[config.mk]
export PLATFORM = sky130hd
export DESIGN_NAME = mul7_arb
export DESIGN_NICKNAME = d
export VERILOG_FILES = /design/src/rtl/mul7_pkg.sv /design/src/rtl/const7_mult.sv /design/src/rtl/mul7_arb.sv
export SDC_FILE = /design/constraint.sdc
export NUM_CORES = 1
export LEC_CHECK = 0
export ABC_AREA = 0
export BUFFER_PORTS_ARGS = -buffer_cell sky130_fd_sc_hd__buf_4
export CAP_MARGIN = 20
export CORE_ASPECT_RATIO = 1.75
export CORE_MARGIN = 2
export CORE_UTILIZATION = 43
export CTS_CLUSTER_DIAMETER = 50
export DETAILED_ROUTE_END_ITERATION = 16
export PLACE_DENSITY = 0.75
export SETUP_SLACK_MARGIN = 0.5
export SYNTH_ARGS = -nofsm -noshare
export SYNTH_HDL_FRONTEND = slang
export SYNTH_HIERARCHICAL = 1
export SYNTH_SLANG_ARGS = --single-unit
export TNS_END_PERCENT = 30
[constraint.sdc]
create_clock -name clk -period 3 [get_ports clk]
set_input_delay 0.3 -clock clk [delete_from_list [all_inputs] [get_ports clk]]
set_output_delay 0.3 -clock clk [all_outputs]
set_load 0.05 [all_outputs]
[src/rtl/mul7_pkg.sv]
// Shared widths and output-slot state encoding for the mul7_arb slice.
package mul7_pkg;

    localparam int unsigned MUL7_IN_W  = 6;
    localparam int unsigned MUL7_OUT_W = 10;

    typedef enum logic {
        EMPTY = 1'b0,
        FULL  = 1'b1
    } state_t;

endpackage

[src/rtl/const7_mult.sv]
// Combinational constant multiplier: prod_c = 7*x computed as (x<<3)-x.
module const7_mult
    import mul7_pkg::*;
(
    input  logic [MUL7_IN_W-1:0]  x,
    output logic [MUL7_OUT_W-1:0] prod_c
);

    logic [MUL7_OUT_W-1:0] x_ext;

    assign x_ext  = MUL7_OUT_W'(x);
    // 8x - x never underflows and peaks at 441, so the 10-bit result is exact
    assign prod_c = (x_ext << 3) - x_ext;

endmodule

[src/rtl/mul7_arb.sv]
// Round-robin arbiter in front of a shared x7 multiplier with a one-entry registered output slot.
// Optional per-requester saturating grant counters: define MUL7_ARB_GRANT_CNT_EN.
module mul7_arb
    import mul7_pkg::*;
#(
    parameter int unsigned N_REQ = 4,
    parameter int unsigned CNT_W = 8
) (
    input  logic                         clk,
    input  logic                         rst_n,
    input  logic [N_REQ-1:0]             i_req_valid,
    input  logic [MUL7_IN_W*N_REQ-1:0]   i_req_data,
    output logic [N_REQ-1:0]             o_req_ready,
    output logic                         o_valid,
    output logic [MUL7_OUT_W-1:0]        o_data,
    output logic [$clog2(N_REQ)-1:0]     o_tag,
`ifdef MUL7_ARB_GRANT_CNT_EN
    output logic [CNT_W*N_REQ-1:0]       o_grant_cnt,
`endif
    input  logic                         i_ready
);

    localparam int unsigned TAG_W = $clog2(N_REQ);

    state_t                 state;
    state_t                 state_nxt;
    logic [TAG_W-1:0]       ptr;
    logic [TAG_W-1:0]       win_idx;
    logic                   win_found;
    logic                   slot_free;
    logic                   grant;
    logic [MUL7_IN_W-1:0]   mul_in;
    logic [MUL7_OUT_W-1:0]  mul_out;

    assign slot_free = (state == EMPTY) || i_ready;

    // Round-robin search from ptr+1; scanning farthest-first lets the nearest valid win.
    always_comb begin
        int unsigned cand;
        cand      = 0;
        win_found = 1'b0;
        win_idx   = '0;
        for (int unsigned off = N_REQ; off >= 1; off--) begin
            cand = (32'(ptr) + off) % N_REQ;
            if (i_req_valid[cand]) begin
                win_found = 1'b1;
                win_idx   = TAG_W'(cand);
            end
        end
    end

    // Reset gating keeps the accept strobe quiet while the slot is being cleared.
    assign grant = win_found && slot_free && rst_n;

    always_comb begin
        o_req_ready = '0;
        if (grant) begin
            o_req_ready[win_idx] = 1'b1;
        end
    end

    assign mul_in = i_req_data[32'(win_idx)*MUL7_IN_W +: MUL7_IN_W];

    const7_mult u_mult (
        .x      (mul_in),
        .prod_c (mul_out)
    );

    // Output slot FSM: a grant always refills the slot, even while it drains.
    always_comb begin
        state_nxt = state;
        case (state)
            EMPTY: begin
                if (grant) begin
                    state_nxt = FULL;
                end
            end
            FULL: begin
                if (grant) begin
                    state_nxt = FULL;
                end else if (i_ready) begin
                    state_nxt = EMPTY;
                end
            end
            default: state_nxt = EMPTY;
        endcase
    end

    always_ff @(posedge clk or negedge rst_n) begin
        if (!rst_n) begin
            state <= EMPTY;
        end else begin
            state <= state_nxt;
        end
    end

    assign o_valid = (state == FULL);

    always_ff @(posedge clk or negedge rst_n) begin
        if (!rst_n) begin
            o_data <= '0;
            o_tag  <= '0;
            ptr    <= TAG_W'(N_REQ - 1);
        end else if (grant) begin
            o_data <= mul_out;
            o_tag  <= win_idx;
            ptr    <= win_idx;
        end
    end

`ifdef MUL7_ARB_GRANT_CNT_EN
    logic [CNT_W-1:0] grant_cnt [N_REQ];

    // Saturating per-requester grant counters, cleared only by reset.
    always_ff @(posedge clk or negedge rst_n) begin
        if (!rst_n) begin
            for (int unsigned k = 0; k < N_REQ; k++) begin
                grant_cnt[k] <= '0;
            end
        end else begin
            for (int unsigned k = 0; k < N_REQ; k++) begin
                if (grant && (win_idx == TAG_W'(k)) && (grant_cnt[k] != '1)) begin
                    grant_cnt[k] <= grant_cnt[k] + CNT_W'(1);
                end
            end
        end
    end

    always_comb begin
        o_grant_cnt = '0;
        for (int unsigned k = 0; k < N_REQ; k++) begin
            o_grant_cnt[k*CNT_W +: CNT_W] = grant_cnt[k];
        end
    end
`endif

endmodule

# Word level (Yosys, flattened, before mapping)
# Cells that the tools add are included.
[totals]
ff_bits = 15
output_inout_bits = 17
input_bits = 31
word_cells = 45
[op_classes]
n_mul = 1
magnitude_cmp = 6
n_mux = 23
reduce_logical = 4
bitwise_logic = 1
shifts = 1
add_sub_neg = 5
[op_table]
columns = ["operator", "n"]
rows = [
  ["variable part select 24 x 6 -> 6 bit", 1],
  ["< comparator 2 x 3 -> 1 bit (second input constant)", 5],
  ["two-way mux 1 bit", 12],
  ["subtractor 9 x 6 -> 10 bit", 1],
  ["binary-select mux 1 bit (select 2 bit)", 4],
  ["two-way mux 2 bit", 4],
  ["adder 2 x 1 -> 2 bit (second input constant)", 2],
  ["adder 2 bit (second input constant)", 2],
  ["multiplier 2 x 2 -> 4 bit (second input constant)", 1],
  ["two-way mux 4 bit", 1],
  ["logical AND 1 bit", 3],
  ["demux 1 bit (select 2 bit)", 1],
  ["greater-or-equal comparator 2 x 1 -> 1 bit (second input constant)", 1],
  ["case mux 1 bit (2 select lines)", 1],
  ["logical OR 1 bit", 1],
  ["NOT 1 bit", 1],
]

# Depth between registers and ports, before layout
# Gate-level depths: netlist (run 1).
[depth]
word_depth = 12
mapped_depth = 13
mapped_depth_nobuf = 11

# By module
# The synthesis (run 1) kept the hierarchy.
[modules_own_cells]
columns = ["module", "cells_each", "seq_area_each_um2", "area_each_um2", "n_inst"]
rows = [
  ["mul7_arb", 92, 377.9, 918.4, 1],
  ["const7_mult", 42, 0.0, 294.0, 1],
]

# Worst setup path after synthesis (run 1)
# OpenSTA, ideal clock, no wires.
[synth_timing]
path_type = "reg-to-reg"
startpoint = "register ptr[0]"
endpoint = "register o_data[9]"
synth_period_minus_slack_ns = 3.015
stages_incl_launch_ff = 14
t_required_ns = 2.875
t_arrival_ns = 2.891
path_buffers = 2
path_slack_ns = -0.015
setup_time_ns = 0.125
cell_sequence = "dfstp_2 nand2b_1 a21o_1 and3_1 buf_6 buf_8 nand2_1 a32oi_1 inv_1 ha_1 or4b_4 a21oi_1 nor3_1 mux2_2"
[synth_between]
elab_chain_len = 10
elab_cells_between_ends = 25
classes_between = "add/sub (5); mul (1); shift (1); mux (16); reduce/logical (2)"
[synth_lines]
columns = ["item", "line_no", "rtl"]
rows = [
  ["from (decl)", "mul7_arb.sv:27", "logic [TAG_W-1:0] ptr;"],
  ["from (signal assigned)", "mul7_arb.sv:103", "ptr <= TAG_W'(N_REQ - 1);"],
  ["from (signal assigned)", "mul7_arb.sv:107", "ptr <= win_idx;"],
  ["adder 2 x 1 -> 2 bit", "mul7_arb.sv:44", "cand = (32'(ptr) + off) % N_REQ;"],
  ["binary-select mux 1 bit (select 2 bit)", "mul7_arb.sv:45", "if (i_req_valid[cand]) begin"],
  ["two-way mux 1 bit (implied by the code)", "mul7_arb.sv:45", ""],
  ["two-way mux 2 bit (3 in series)", "mul7_arb.sv:45", ""],
  ["two-way mux 2 bit *", "mul7_arb.sv:45", ""],
  ["multiplier 2 x 2 -> 4 bit *", "mul7_arb.sv:62", "assign mul_in = i_req_data[32'(win_idx)*MUL7_IN_W +: MUL7_IN_W];"],
  ["variable part select 24 x 6 -> 6 bit *", "mul7_arb.sv:62", ""],
  ["net mul_in[3]", "mul7_arb.sv:32", "logic [MUL7_IN_W-1:0] mul_in;"],
  ["subtractor 9 x 6 -> 10 bit *", "const7_mult.sv:13", "assign prod_c = (x_ext << 3) - x_ext;"],
  ["net mul_out[9]", "mul7_arb.sv:33", "logic [MUL7_OUT_W-1:0] mul_out;"],
  ["to (signal assigned)", "mul7_arb.sv:105", "o_data <= mul_out;"],
  ["to (decl)", "mul7_arb.sv:15", "output logic [MUL7_OUT_W-1:0] o_data,"],
]
# The timed path passes the listed nets; every way through them passes the cells marked *. The select of a mux whose other input is x is not followed.
# A chain may end at the register's enable or synchronous reset.

# Final worst setup path (run 1)
[layout_timing]
startpoint = "register ptr[0]"
endpoint = "register o_data[7]"
# Same word-level chain as after synthesis.

==> flow_metrics.py, run 1 <==
metrics = {
    "run_status": {
        "status": "complete, no violations",
    },
    "logic_synthesis": {
        "avgSynthCellArea_um2": 9.05,
        "synth_fp_nets": 169,
        "synth_edf_count": 0,
        "synth_xor_area_share_pct": 3.61,
        "synth_seq_area_share_pct": 31.2,
        "async_flop_share_pct": 100,
        "synth_top_family_by_area": "compound AO/OA/AOI/OAI gates",
        "synth-compound-area-share_pct": 21.4,
        "synth-adder-area-share_pct": 4.13,
        "ys_warn_count": 6,
        "synth-seq-cells": 15,
        "syn-cell-area_um2": 1210,
        "syn_inst": 134,
        "synth_flop_cell": "dfrtp_1",
        "synth-simple-area-share_pct": 20.1,
        "yosys-mux-area-fraction_pct": 11.0,
        "synth.distinct_cells": 41,
    },
    "sta": {
        "rsz0062_at_grt": "true",
        "tightest_slew_ns": 0.606,
        "slew_headroom_pct": 59.4,
        "fin_crit_sh_pct": 95.2,
        "timing_hold_violations_final": 0,
        "skew_ns": 0.00178,
        "hold_ws_ns": 0.0165,
        "max_freq_mhz": 350,
        "period_needed_ns": 2.86,
        "setup_viol": 0,
        "slew_violations": 0,
    },
    "floorplanning": {
        "io_pins": 48,
        "dieArea_um2": 3280,
        "core_area_um2": 2690,
        "start_util_pct": 45.1,
        "die_h_um": 74.2,
        "rows": 25,
        "dieWidth_um": 44.1,
    },
    "critical_path": {
        "worstPathArrival_ns": 2.98,
        "cpMostUsedCell": "buf_6",
        "worst_path_dominant_cell_family": "compound AO/OA/AOI/OAI gates",
        "cp-start-kind": "flop",
        "path_max_fanout": 6,
        "r2r_end": "o_data[7]",
        "reg2reg_from": "ptr[0]",
        "crit_chain": "nand2b_4, o22a_1, o31ai_4, buf_6, buf_6, a32oi_2, inv_2, ha_4, or4b_4, a22oi_2, xnor2_1, mux2_4",
        "slowest_delay_ns": 0.56,
        "r2r_cells": 12,
        "cp_slowest_cell": "dfstp_2",
        "path_buf_inv": 3,
        "critPathKind": "reg2reg",
        "crit_required_ns": 3.13,
        "r2r_slack_ns": 0.14,
        "worst_setup_path_end_kind": "flop",
    },
    "route": {
        "firstDrtPassIters": 4,
        "drc": 0,
        "wl_per_cell_um": 17.0,
        "drtIter0Drc": 25,
        "vias": 1316,
        "routed_via_density": 5.58,
        "ant_nets": 0,
        "wirelength_mm": 4.01,
    },
    "global_route": {
        "grt_max_degree": 19,
        "grt.total_usage_pct": 22.0,
        "grt_first_pass_wirelength_mm": 5.47,
        "antenna_found_initial": 0,
        "overflow": 0,
        "grt_pass1_vias": 1299,
    },
    "power_and_ir_drop": {
        "total_power_mw": 2.07,
        "ir_drop_v": 0.00113,
        "pwr-share-comb_pct": 75.7,
        "net-switching-power_uw": 959,
        "netSwitchingFraction_pct": 46.3,
        "seq_power_share_pct": 16.6,
        "clkPwrFrac_pct": 7.7,
        "p_leak_nw": 0.944,
        "intPower_mw": 1.11,
        "p_per_area_nw_per_um2": 1010,
    },
    "finish": {
        "syn2layout_area_growth_pct": 69.5,
        "drive_gt1_share_pct": 60.3,
        "final_nets": 245,
        "multi_input_area_um2": 957,
        "layout.area.seq_um2": 378,
        "fillers": 179,
        "diodes": 0,
        "final_cell_area_um2": 2050,
    },
    "clock_network": {
        "cts_tree": "yes",
        "clkTransAtPathRegs_ns": 0.06,
        "cts.path.max_buffers": 2,
        "cts.sinks": 15,
        "clock_latency_ns": 0.24,
        "htreeDepth": 1,
        "cts-root-buf": "clkbuf_8",
        "numCtsBuffers": 3,
    },
    "placement": {
        "hpwl_mm": 2.64,
        "port_buffers": 47,
        "placed_cell_area_um2": 1680,
        "place_congestion": 0.878,
    },
    "flow_run": {
        "maxCapViolations": 0,
    },
    "min_path": {
        "hold_path_class": "in2async",
    },
}
-- layout by cell type, fill, tap and decap left out, types with 2 or more instances in the layout --
cell type / instances
inv_1: 10
nor2_1: 12
dfrtp_1: 13
mux2_4: 4
buf_6: 6
nor3_1: 2
xnor2_1: 3
dfstp_2: 2
a21oi_1: 6
a32oi_4: 2
a21oi_2: 4
nand2b_1: 2
buf_4: 69
nand2_2: 2
clkbuf_8: 3
nand2_1: 18
inv_2: 2
and3_4: 2
or3_4: 2
a32oi_2: 3
ha_4: 3
mux2_2: 6
o21ai_0: 6
-- cells in the mapped netlist (2+ instances only) --
| library cell | instances | area (um2) |
|---|---|---|
| o21ai_0 | 6 | 30.0 |
| nor3_1 | 2 | 10.0 |
| buf_8 | 2 | 30.0 |
| or3_1 | 2 | 12.5 |
| nor2_1 | 12 | 45.0 |
| mux2_2 | 7 | 78.8 |
| mux2_4 | 3 | 45.0 |
| nand2b_1 | 3 | 18.8 |
| ha_1 | 4 | 50.1 |
| a21oi_1 | 10 | 50.1 |
| nand2_1 | 20 | 75.1 |
| xnor2_1 | 4 | 35.0 |
| dfrtp_1 | 13 | 325 |
| a32oi_1 | 6 | 52.6 |
| buf_2 | 2 | 10.0 |
| dfstp_2 | 2 | 52.6 |
| inv_1 | 12 | 45.0 |
-- through the flow --
stage | setup WS, ns | instances | utilization, % | setup TNS (ns)
final | 0.144 | 236 | 76.4 | 0
after global routing | 0.0898 | 236 | 76.4 | 0
after CTS | 0.163 | 224 | 67.2 | 0
after detailed placement | -0.145 | 215 | 62.6 | -0.536
after global placement | -0.0958 | 215 | 62.6 | -0.112
after floorplan | 0.103 | 134 | - | 0
-- cell type report --
cell class                 count  share of cell area [%]
clock buffer                   4                    2.19
inverter                      12                    2.19
multi-input combinational    102                    46.6
sequential                    15                    18.4
tap                           27                    1.64
timing repair buffer          76                    29.0
-- cell families (layout without fill, tap and decap cells) --
group | Yosys count | in the layout
adders and majority gates | 4 | 4
buffers and inverters | 18 | 92
DFF | 15 | 15
AOI/OAI and AO/OA | 33 | 33
and+or+nand+nor | 48 | 49
xor gates and xnor gates | 5 | 5
muxes | 11 | 11
-- how the worst max path moves through the flow --
stage	cells past startpoint	slack [ns]	end	start
6_report	12	0.14	o_data[7]	ptr[0]
5_1_grt	12	0.09	o_data[7]	ptr[0]
4_1_cts	11	0.16	o_data[7]	ptr[0]
3_5_place_dp	13	-0.15	o_data[6]	ptr[0]
3_3_place_gp	13	-0.1	o_data[6]	ptr[0]
2_1_floorplan	13	0.10	o_data[7]	ptr[0]
-- timing repair --
action                                 in CTS  in global routing
setup endpoints to repair                   9                  9
endpoints found under the hold margin      13                  0
setup buffers                               3                 11
pin swaps                                   8                 15
gates resized for setup                     8                 30
hold buffers                                1                  0
cloned                                      1                  1
-- routing by layer --
layer	share of wire (%)	routed length (um)	track usage, %
met1	35	1410	21.8
met2	58	2340	44.4
met3	3.3	132	1.94
met4	3.1	125	8.42
met5	0	0	0
-- flip-flops by register name, summed over array words and instances, names as in the netlist --
signal	count
o_data	10
o_tag	2
ptr	2
o_valid	1
-- worst reg2reg max path, cell delays in order (launching register included) --
cell	delay, ns
dfstp_2	0.56
nand2b_4	0.14
o22a_1	0.16
o31ai_4	0.09
buf_6	0.14
buf_6	0.11
a32oi_2	0.21
inv_2	0.08
ha_4	0.27
or4b_4	0.48
a22oi_2	0.16
xnor2_1	0.09
mux2_4	0.25
-- power groups by stage --
| stage | clock network [mW] | logic [mW] | registers (mW) |
|---|---|---|---|
| 2_1_floorplan | 0 | 0.624 | 0.599 |
| 5_1_grt | 0.169 | 1.66 | 0.354 |
| 3_3_place_gp | 0 | 1.23 | 0.340 |
| 6_report | 0.159 | 1.57 | 0.345 |
| 3_5_place_dp | 0 | 1.25 | 0.346 |
| 4_1_cts | 0.161 | 1.31 | 0.344 |
Power figures use the tool's default switching activity.
==> run 2, diff against run 1 <==
- CELL_PAD_IN_SITES_DETAIL_PLACEMENT: default -> 1
- CELL_PAD_IN_SITES_GLOBAL_PLACEMENT: default -> 2
- CORE_MARGIN: 2 -> 5
- CORE_UTILIZATION: 43 -> 25
- PLACE_DENSITY: 0.75 -> default
- PLACE_DENSITY_LB_ADDON: default -> 0.1
==> flow_metrics.py, run 2 (synthesized netlist as in run 1, its figures left out) <==
metrics = {
    "floorplanning": {
        "io_pins": 48,
        "rows": 33,
        "start_util_pct": 25.8,
        "die_h_um": 102,
        "dieWidth_um": 62.6,
        "core_area_um2": 4710,
        "dieArea_um2": 6400,
    },
    "critical_path": {
        "reg2reg_from": "ptr[0]",
        "critPathKind": "reg2reg",
        "cp_slowest_cell": "dfstp_2",
        "crit_chain": "nand2b_4, a21o_1, and3_4, buf_12, nand2_4, a32oi_2, inv_2, ha_4, or4b_4, a22oi_2, xnor2_1, mux2_4",
        "crit_path_start": "ptr[0]",
        "path_buf_inv": 2,
        "worst_path_dominant_cell_family": "simple AND/OR/NAND/NOR gates",
        "slowest_delay_ns": 0.56,
        "cp-start-kind": "flop",
        "worstPathArrival_ns": 3.03,
        "crit_required_ns": 3.13,
        "worst_setup_path_end_kind": "flop",
        "path_max_fanout": 13,
    },
    "power_and_ir_drop": {
        "seq_power_share_pct": 18.4,
        "p_leak_nw": 0.882,
        "total_power_mw": 1.86,
        "clkPwrFrac_pct": 8.6,
        "p_per_area_nw_per_um2": 993,
        "pwr-share-comb_pct": 73.0,
        "netSwitchingFraction_pct": 47.4,
        "ir_drop_v": 0.000617,
        "intPower_uw": 979,
        "net-switching-power_uw": 882,
    },
    "finish": {
        "final_cell_area_um2": 1880,
        "largest_reg_flops": 10,
        "mostFrequentLayoutCells": "buf_4 (63), nand2_1 (19), dfrtp_1 (13)",
        "top_register": "o_data",
        "layout_commonest_cell": "buf_4",
        "top_regs": "o_data: 10 flops, o_tag: 2 flops, ptr: 2 flops",
        "final_nets": 233,
        "drive_gt1_share_pct": 50.8,
        "diodes": 0,
        "fillers": 561,
        "syn2layout_area_growth_pct": 54.7,
    },
    "min_path": {
        "hp-start": "i_ready",
        "hold_path_class": "in2reg",
    },
    "route": {
        "drtIter0Drc": 37,
        "ant_nets": 0,
        "drc": 0,
        "wirelength_mm": 3.98,
        "routed_via_density": 4.85,
        "firstDrtPassIters": 4,
        "vias": 1207,
        "wl_per_cell_um": 16.0,
    },
    "clock_network": {
        "numCtsBuffers": 3,
        "clkTransAtPathRegs_ns": 0.06,
        "htreeDepth": 1,
        "cts.path.max_buffers": 2,
        "cts-root-buf": "clkbuf_8",
        "cts.sinks": 15,
        "clock_latency_ns": 0.24,
        "cts_tree": "yes",
    },
    "sta": {
        "period_needed_ns": 2.90,
        "slew_headroom_pct": 79.2,
        "hold_ws_ns": 0.264,
        "fin_crit_sh_pct": 96.7,
        "skew_ns": 0.00339,
        "rsz0062_at_grt": "true",
        "setup_viol": 0,
        "tns_ns": 0,
        "max_freq_mhz": 345,
        "tightest_slew_ns": 0.309,
        "timing_hold_violations_final": 0,
        "slew_violations": 0,
    },
    "placement": {
        "port_buffers": 47,
        "placed_cell_area_um2": 1720,
        "hpwl_mm": 3.23,
        "place_congestion": 0.722,
    },
    "global_route": {
        "grt_pass1_vias": 1402,
        "grt_max_degree": 17,
        "grt_first_pass_wirelength_mm": 6.60,
        "antenna_found_initial": 0,
        "grt.total_usage_pct": 12.6,
        "overflow": 0,
    },
    "run_status": {
        "status": "complete, no violations",
    },
    "flow_run": {
        "maxCapViolations": 0,
    },
}
[run 2: cell types whose count changed in the layout (fill, tap and decap cells not counted), sizes merged]
cell  change
and3      -1
buf      -11
[run 2: layout make-up]
type	instances	area (um2)	share of cell area (%)
sequential	15	378	20.1
clock buffer	4	45.0	2.40
inverter	12	45.0	2.40
timing repair buffer	65	503	26.8
multi-input combinational	101	840	44.8
tap	52	65.1	3.47
[run 2: power groups by stage]
stage	combinational, mW	clock, mW	sequential, mW
6_report	1.36	0.160	0.343
5_1_grt	1.46	0.179	0.358
4_1_cts	1.36	0.164	0.346
3_5_place_dp	1.27	0	0.349
3_3_place_gp	1.26	0	0.346
2_1_floorplan	0.624	0	0.599
[run 2: path summary, 6_finish.rpt]
kind | end | slack, ns | cells past startpoint
max | o_data[7] | 0.1 | 12
min | o_valid | 0.26 | 2
max reg2reg | o_data[7] | 0.1 | 12
min reg2reg | o_data[9] | 0.51 | 1
max in group asynchronous | ptr[0] | 2.28 | 2
min in group asynchronous | o_data[5] | 0.46 | 2
[run 2: metal layers]
metal,vias up,GRT usage (%),share of wire [%]
met5,-,0,0
met4,0,1.47,0.25
met3,2,2.53,3.9
met2,28,26.5,59
met1,577,12.7,37
li1,600,-,-
[run 2: what timing repair did]
action	in CTS	in global routing
pin swaps	7	6
gates resized for setup	6	3
endpoints found under the setup margin	8	9
hold endpoints to repair	13	0
buffers inserted	5	0
hold buffers	1	0
[run 2: stage by stage]
step | cells | setup slack (ns) | util, %
finish | 249 | 0.0995 | 39.8
CTS | 249 | 0.0860 | 39.3
detailed placement | 239 | -0.0654 | 36.5
floorplan | 134 | 0.103 | -
global placement | 239 | -0.00927 | 36.5
global route | 249 | -0.0410 | 39.8
==> run 3, diff against run 2 <==
- SYNTH_HIERARCHICAL: 1 -> default
==> flow_metrics.py, run 3 <==
metrics = {
    "global_route": {
        "antenna_found_initial": 0,
        "overflow": 0,
        "grt_first_pass_wirelength_mm": 8.38,
        "grt_max_degree": 19,
        "grt_pass1_vias": 1542,
        "grt.total_usage_pct": 16.1,
    },
    "critical_path": {
        "r2r_end": "o_data[4]",
        "r2r_slack_ns": 0.41,
        "crit_required_ns": 3.18,
        "critPathKind": "reg2reg",
        "cp-start-kind": "flop",
        "reg2reg_from": "ptr[1]",
        "path_max_fanout": 8,
        "r2r_cells": 8,
        "worstPathArrival_ns": 2.77,
        "worst_setup_path_end_kind": "flop",
    },
    "finish": {
        "top_regs": "o_data: 10 flops, o_tag: 2 flops, ptr: 2 flops",
        "final_cell_count_no_fill": 265,
        "layout_commonest_cell": "buf_4",
        "drive_gt1_share_pct": 51.2,
        "final_cell_area_um2": 2070,
        "post-route-util_pct": 42.0,
        "top_register": "o_data",
        "largest_reg_flops": 10,
        "diodes": 0,
        "syn2layout_area_growth_pct": 65.9,
        "final_nets": 244,
        "mostFrequentLayoutCells": "buf_4 (68), nand2_1 (17), dfrtp_1 (13)",
    },
    "floorplanning": {
        "dieWidth_um": 63.5,
        "rows": 34,
        "die_h_um": 104,
        "dieArea_um2": 6570,
        "start_util_pct": 25.3,
        "core_area_um2": 4930,
        "io_pins": 48,
    },
    "placement": {
        "placed_cell_area_um2": 1740,
        "port_buffers": 47,
        "place_congestion": 0.834,
        "hpwl_mm": 4.25,
        "place_inst": 246,
    },
    "logic_synthesis": {
        "yosys.area.top_type": "dfrtp_1",
        "netlist_top_cells_count": "nand2_1 (17), dfrtp_1 (13), o31ai_1 (8)",
        "synth-adder-area-share_pct": 1.00,
        "synth.distinct_cells": 50,
        "synth-simple-area-share_pct": 20.6,
        "syn-cell-area_um2": 1250,
        "synth_top_family_by_area": "compound AO/OA/AOI/OAI gates",
        "async_flop_share_pct": 100,
        "synth_edf_count": 0,
        "synth-seq-cells": 15,
        "synth.top_cell.area_share_pct": 26.0,
        "avgSynthCellArea_um2": 8.80,
        "yosys-mux-area-fraction_pct": 3.60,
        "syn_inst": 142,
        "synth-compound-area-share_pct": 37.9,
        "ys_warn_count": 0,
        "synth_most_common_cell": "nand2_1",
        "synth_flop_cell": "dfrtp_1",
        "synth_seq_area_share_pct": 30.2,
        "synth_top_cells_by_area": "dfrtp_1 (26%), nand2_1 (5.1%), o31ai_1 (4.8%)",
        "synth_xor_area_share_pct": 2.10,
        "synth_fp_nets": 174,
    },
    "route": {
        "drtIter0Drc": 46,
        "drc": 0,
        "firstDrtPassIters": 4,
        "wl_per_cell_um": 20.7,
        "vias": 1454,
        "routed_via_density": 5.49,
        "ant_nets": 0,
        "wirelength_mm": 5.49,
    },
    "power_and_ir_drop": {
        "p_leak_nw": 0.889,
        "ir_drop_v": 0.000639,
        "p_per_area_nw_per_um2": 882,
    },
    "clock_network": {
        "numCtsBuffers": 3,
        "cts.sinks": 15,
        "clkTransAtPathRegs_ns": 0.06,
        "clock_latency_ns": 0.24,
        "cts.path.max_buffers": 2,
        "cts-root-buf": "clkbuf_8",
        "htreeDepth": 1,
        "cts_tree": "yes",
    },
    "sta": {
        "period_needed_ns": 2.59,
        "skew_ns": 0.00108,
        "setup_viol": 0,
        "slew_headroom_pct": 58.4,
        "timing_hold_violations_final": 0,
        "fin_crit_sh_pct": 86.2,
        "tightest_slew_ns": 0.622,
        "slew_violations": 0,
        "max_freq_mhz": 386,
        "tns_ns": 0,
        "rsz0062_at_grt": "true",
    },
    "flow_run": {
        "maxCapViolations": 0,
    },
    "min_path": {
        "hold_path_class": "in2async",
    },
    "run_status": {
        "status": "complete, no violations",
    },
}
run 3: cell types whose count changed in the layout (fill, tap and decap cells not counted), moves of 4 or more:
cell,previous run,this run
inv_1,11,1
mux2_2,6,0
o211ai_1,0,5
a21oi_1,9,2
nor2_1,12,6
o31ai_1,0,6
buf_4,63,68
a21boi_0,0,4
run 3: worst max path at each step:
stage                              start              to  slack [ns]
after floorplan                  o_valid  o_req_ready[1]        0.48
after global placement    i_req_valid[1]       o_data[7]        0.28
after detailed placement  i_req_valid[1]       o_data[6]        0.17
after CTS                         ptr[1]       o_data[7]        0.43
after global routing              ptr[1]       o_data[8]        0.31
final                             ptr[1]       o_data[4]        0.41
run 3: logic make-up after synthesis:
kind of cell / Yosys count
buffers and inverters: 10
muxes: 4
DFF: 15
and+or+nand+nor: 51
AOI/OAI and AO/OA: 58
adders and majority gates: 1
xor gates and xnor gates: 3
run 3: area by class of cell:
cell class	count	area (um2)
Sequential cell	15	378
Clock buffer	4	45.0
Timing Repair Buffer	71	552
Fill cell	584	2860
Multi-Input combinational cell	118	1020
Inverter	3	11.3
Tap cell	54	67.6
run 3: metrics by stage:
step	hold slack, ns	worst slack (ns)	total power [mW]
global route	0.00621	0.305	1.93
global placement	0.169	0.279	1.39
floorplan	0.00441	0.483	1.06
CTS	0.00915	0.433	1.73
finish	0.0113	0.413	1.83
detailed placement	0.171	0.172	1.41
run 3: timing repair:
item	4_1_cts	5_1_grt
buffers inserted	8	5
setup endpoints to repair	6	9
gates cloned	1	0
gates resized for setup	24	7
endpoints found under the hold margin	13	0
hold buffers	1	0
pin swaps	12	7
run 3: critical path: stages, from the launching register on:
cell and delay (ns):
dfstp_2 0.63, mux2i_4 0.37, o211ai_1 0.19, o2111ai_2 0.33, o32a_1 0.27, buf_4 0.16, xnor2_1 0.08, or4_1 0.40
nand3_1 0.09
run 3: power breakdown:
| group | leakage, nW | internal (mW) | switching [mW] |
|---|---|---|---|
| clock network | 0.0228 | 0.0939 | 0.0675 |
| registers | 0.177 | 0.280 | 0.0513 |
| logic | 0.689 | 0.555 | 0.780 |
| total | 0.889 | 0.929 | 0.899 |
run 3: per-layer routing:
metal / global-route usage (%) / vias to the layer above / wire length (um)
met5: 0 / - / 0
met4: 4.31 / 0 / 80
met3: 1.73 / 6 / 192
met1: 15.8 / 725 / 1820
met2: 33.2 / 31 / 3400
li1: - / 692 / -
